### config.mk
export PLATFORM = sky130hd
export DESIGN_NAME = picorv32_mem_arb
export DESIGN_NICKNAME = d
export VERILOG_FILES = /design/src/rtl/picorv32_mem_arb.sv
export SDC_FILE = /design/constraint.sdc
export NUM_CORES = 1
export LEC_CHECK = 0
export ABC_CLOCK_PERIOD_IN_PS = 1900
export BUFFER_PORTS_ARGS = -buffer_cell sky130_fd_sc_hd__clkbuf_2
export CORE_MARGIN = 8
export CORE_UTILIZATION = 34
export DETAILED_ROUTE_END_ITERATION = 6
export PLACE_DENSITY = 0.78
export SLEW_MARGIN = 40
export SYNTH_ARGS = -nofsm -noshare
export SYNTH_HDL_FRONTEND = slang
export SYNTH_SLANG_ARGS = --single-unit
### constraint.sdc
create_clock -name clk -period 1.9 [get_ports clk]
set_clock_uncertainty 0.05 [all_clocks]
set_input_delay 0.095 -clock clk [delete_from_list [all_inputs] [get_ports clk]]
set_output_delay 0.095 -clock clk [all_outputs]
set_load 0.005 [all_outputs]
### src/rtl/picorv32_mem_arb.sv
// Two-port (instruction fetch / data) arbiter onto one shared memory bus, one transaction in flight.
// Optional round-robin priority is enabled by defining MEM_ARB_RR_EN; default build uses fixed PRIO_DATA.
module picorv32_mem_arb #(
    parameter logic PRIO_DATA = 1'b1
) (
    input  logic        clk,
    input  logic        reset,

    input  logic        instr_valid,
    output logic        instr_ready,
    input  logic [31:0] instr_addr,
    output logic [31:0] instr_rdata,

    input  logic        mem_valid,
    input  logic        mem_instr,
    output logic        mem_ready,
    input  logic [31:0] mem_addr,
    input  logic [31:0] mem_wdata,
    input  logic [3:0]  mem_wstrb,
    output logic [31:0] mem_rdata,

    output logic        bus_valid,
    output logic        bus_instr,
    output logic [31:0] bus_addr,
    output logic [31:0] bus_wdata,
    output logic [3:0]  bus_wstrb,
    input  logic        bus_ready,
    input  logic [31:0] bus_rdata
);

    typedef enum logic [1:0] {
        IDLE   = 2'd0,
        BUSY_I = 2'd1,
        BUSY_D = 2'd2
    } state_t;

    state_t      state_q, state_d;
    logic        bus_valid_q, bus_valid_d;
    logic        bus_instr_q, bus_instr_d;
    logic [31:0] bus_addr_q, bus_addr_d;
    logic [31:0] bus_wdata_q, bus_wdata_d;
    logic [3:0]  bus_wstrb_q, bus_wstrb_d;

    logic        prio_data;
    logic        grant_d;
    logic        grant_i;

`ifdef MEM_ARB_RR_EN
    logic        prio_q, prio_d;
    logic        done;

    // Priority flips after every completed transaction so neither port can starve.
    assign done      = (state_q != IDLE) && bus_ready;
    assign prio_d    = done ? ~prio_q : prio_q;
    assign prio_data = prio_q;
`else
    assign prio_data = PRIO_DATA;
`endif

    assign grant_d = mem_valid && (!instr_valid || prio_data);
    assign grant_i = instr_valid && !grant_d;

    always_comb begin
        state_d     = state_q;
        bus_valid_d = bus_valid_q;
        bus_instr_d = bus_instr_q;
        bus_addr_d  = bus_addr_q;
        bus_wdata_d = bus_wdata_q;
        bus_wstrb_d = bus_wstrb_q;
        case (state_q)
            IDLE: begin
                if (grant_d) begin
                    state_d     = BUSY_D;
                    bus_valid_d = 1'b1;
                    bus_instr_d = mem_instr;
                    bus_addr_d  = mem_addr;
                    bus_wdata_d = mem_wdata;
                    bus_wstrb_d = mem_wstrb;
                end else if (grant_i) begin
                    state_d     = BUSY_I;
                    bus_valid_d = 1'b1;
                    bus_instr_d = 1'b1;
                    bus_addr_d  = instr_addr;
                    bus_wdata_d = 32'h0;
                    bus_wstrb_d = 4'h0;
                end
            end
            BUSY_I, BUSY_D: begin
                // Completion is driven by the bus alone, even if the requester already dropped valid.
                if (bus_ready) begin
                    state_d     = IDLE;
                    bus_valid_d = 1'b0;
                end
            end
            default: begin
                state_d     = IDLE;
                bus_valid_d = 1'b0;
            end
        endcase
    end

    always_ff @(posedge clk) begin
        if (reset) begin
            state_q     <= IDLE;
            bus_valid_q <= 1'b0;
            bus_instr_q <= 1'b0;
            bus_addr_q  <= 32'h0;
            bus_wdata_q <= 32'h0;
            bus_wstrb_q <= 4'h0;
`ifdef MEM_ARB_RR_EN
            prio_q      <= PRIO_DATA;
`endif
        end else begin
            state_q     <= state_d;
            bus_valid_q <= bus_valid_d;
            bus_instr_q <= bus_instr_d;
            bus_addr_q  <= bus_addr_d;
            bus_wdata_q <= bus_wdata_d;
            bus_wstrb_q <= bus_wstrb_d;
`ifdef MEM_ARB_RR_EN
            prio_q      <= prio_d;
`endif
        end
    end

    assign bus_valid = bus_valid_q;
    assign bus_instr = bus_instr_q;
    assign bus_addr  = bus_addr_q;
    assign bus_wdata = bus_wdata_q;
    assign bus_wstrb = bus_wstrb_q;

    // Ready pulses are masked during reset so a stray bus_ready cannot complete an aborted transfer.
    assign instr_ready = (state_q == BUSY_I) && bus_ready && !reset;
    assign mem_ready   = (state_q == BUSY_D) && bus_ready && !reset;
    assign instr_rdata = instr_ready ? bus_rdata : 32'h0;
    assign mem_rdata   = mem_ready ? bus_rdata : 32'h0;

endmodule

==> reports/qor.yml <==
synth:
  synth_top_family_by_area: "compound AO/OA/AOI/OAI gates"
  synthTopCellsByCount: "dfxtp_1 (72), and2_1 (64), a22o_1 (36), mux2i_1 (32), o2bb2ai_1 (22)"
  synth-seq-area-share_pct: 45.6
  yosys.area_share.simple_pct: 16.1
  syn_inst: 289
  synth_xor_xnor_area_share_pct: 0
  synthAdderAreaFrac_pct: 1.19
  synth_warnings: 0
  synth.mux.area_fraction_pct: 10.1
  avgSynthCellArea_sq_um: 10.9
  synthFlopType: "dfxtp_1"
  synth_top_cell_by_area: "dfxtp_1"
  ys_ff_latch: 72
  synth_compound_area_share_pct: 22.1
  syn_nets: 430
  synthTopCellsByArea: "dfxtp_1 (46%), and2_1 (13%), mux2i_1 (10%)"
  synth_edf_count: 0
  synth_top_area_share_pct: 45.6
  ys_types: 24
  yosysMostFrequentCell: "dfxtp_1"
  synth_area_sq_um: 3160
  synthArstFlopShare_pct: 0
detailed_routing:
  drtPass1Iterations: 4
  viasPerCell: 4.93
  vias: 3779
  routed_wl_mm: 14.1
  drtAntennaViolNets: 0
  drt-wirelength-per-cell_um: 18.4
  drc_errors: 0
  drt_iter0_markers: 114
floorplanning:
  coreArea_sq_um: 9110
  ios: 274
  die_height_um: 112
  fp.dieArea_sq_um: 12600
  start_util_pct: 34.7
  rows: 35
  fp.dieW_um: 112
sta:
  setup_tns_ps: 0
  worst_pin_slew_ps: 484
  period_minus_slack_ps: 1720
  rsz0062_at_grt: "no"
  final_hold_viol_count: 0
  period_share_pct: 90.5
  slew_headroom_pct: 67.6
  max_freq_ghz: 0.582
  setup_violations: 0
  maxSlewViolCount: 0
setup_path:
  crit_fanout: 33
  endpoint_kind: "primary output"
  crit_arrival_ps: 1570
  start_kind: "flop"
  crit_required_ps: 1750
  worst-setup-path-type: "flop to primary output"
clock_network:
  clk_pin_slew_worst_paths_ps: 80
  postCtsSetupRepairBufs: 0
  clk_latency_ps: 330
  htreeDepth: 3
  cts.sinks: 72
  cts_buffer_depth: 2
  cts_made_buffers: 9
  cts_tree: "yes"
  root_buffer: "clkbuf_8"
global_route:
  gr-total-overflow: 0
  grt.total_usage_pct: 21.3
  grt_max_degree: 37
  grt_pass1_wl_mm: 21.5
  antenna_found_initial: 4
  grt_pass1_vias: 4174
place:
  dp_hpwl_mm: 9.50
  gp_congestion: 0.890
  portBuffers: 273
final_layout:
  fill_cells: 715
  drive_gt1_share_pct: 48.0
  area_growth_syn_to_layout_pct: 82.1
  final_nets: 788
status:
  run_status: "finished, final reports clean"
hold_path:
  hold_path.class: "primary input to flop"
job:
  maxCapViolations: 0
power:
  peakVddDrop_uv: 442
  p_per_area_nw_per_um2: 689
  p_total_mw: 3.96
  power.leakage_nw: 2.97
worst paths after layout:
check                                endpoint     startpoint  cells past startpoint  slack, ps
worst max-delay path            mem_rdata[25]     state_q[0]                      5        180
worst min-delay path              bus_addr[4]  instr_addr[4]                      3          9
worst max register to register  bus_wdata[24]     state_q[1]                      5        220
worst min register to register   bus_addr[18]   bus_addr[18]                      1        420
flip-flops by register name, summed over array words and instances, names as in the netlist:
| register | flops |
|---|---|
| bus_addr | 32 |
| bus_wstrb | 4 |
| bus_valid | 1 |
| state_q | 2 |
| bus_instr | 1 |
| bus_wdata | 32 |
final cells by class:
cell class,instances,area [sq um],share of cell area (%)
clock inverters,6,67.6,1.17
repair buffers,370,2360,41.0
well taps,111,139,2.42
clock buffers,10,138,2.39
flip-flops and latches,72,1440,25.1
multi-input cells,191,1580,27.5
diodes,4,10.0,0.174
inverters,3,11.3,0.196
placed cells by master (no fill, tap or decap), drive strengths merged:
cell / netlist / routed
nor2b: 2 / 2
nor2: 5 / 6
clkinv: 0 / 2
clkbuf: 4 / 283
nand2: 1 / 1
ha: 3 / 3
a21oi: 4 / 4
diode: 0 / 4
mux2i: 32 / 32
nand3: 1 / 1
inv: 3 / 4
a22o: 36 / 36
dfxtp: 72 / 72
o2bb2ai: 32 / 32
dlygate4sd3: 0 / 91
bufinv: 0 / 1
buf: 20 / 6
nor3: 3 / 3
nand2b: 2 / 2
o21a: 1 / 1
o21ai: 1 / 1
and2: 64 / 64
and3b: 2 / 2
or2: 1 / 1
clkinvlp: 0 / 2
through the flow:
stage | setup slack (ps) | hold slack, ps | instance area (sq um) | util, % | instances
3_3_place_gp | 212 | 254 | 4610 | 50.6 | 655
5_1_grt | 61.3 | 8.50 | 5750 | 63.1 | 766
6_report | 181 | 8.93 | 5750 | 63.1 | 767
4_1_cts | 77.1 | 0.135 | 5720 | 62.8 | 762
2_1_floorplan | 516 | 170 | 3160 | - | 289
3_5_place_dp | 115 | 261 | 4610 | 50.6 | 655
power breakdown:
part           internal [mW]  switching [mW]
clock network          0.647           0.600
logic                  0.534           0.435
registers               1.66          0.0892
total                   2.84            1.12
timing repair:
action,CTS,global route
endpoints found under the hold margin,66,0
gates cloned,0,1
hold buffers,91,0
gates resized for setup,2,3
setup endpoints to repair,66,98
worst max-delay path, cell delays in order, from the launching register on:
cell and delay [ps]:
dfxtp_1 330, inv_1 80, ha_1 140, and3b_4 370, and2_1 190, clkbuf_2 130
cells by family after synthesis:
family / after synthesis
AND/OR/NAND/NOR: 81
AO/OA/AOI/OAI: 74
flip-flops: 72
multiplexers: 32
buffers and inverters: 27
adder cells (fa/ha/maj): 3
layer usage:
metal / vias to the layer above / GRT usage, % / routed length [um]
met1: 1740 / 19.0 / 4840
met3: 49 / 9.29 / 1330
li1: 1767 / - / -
met5: - / 0 / 13
met4: 2 / 12.2 / 602
met2: 221 / 39.3 / 7320
Note: power is estimated with default switching activity, not from simulation.
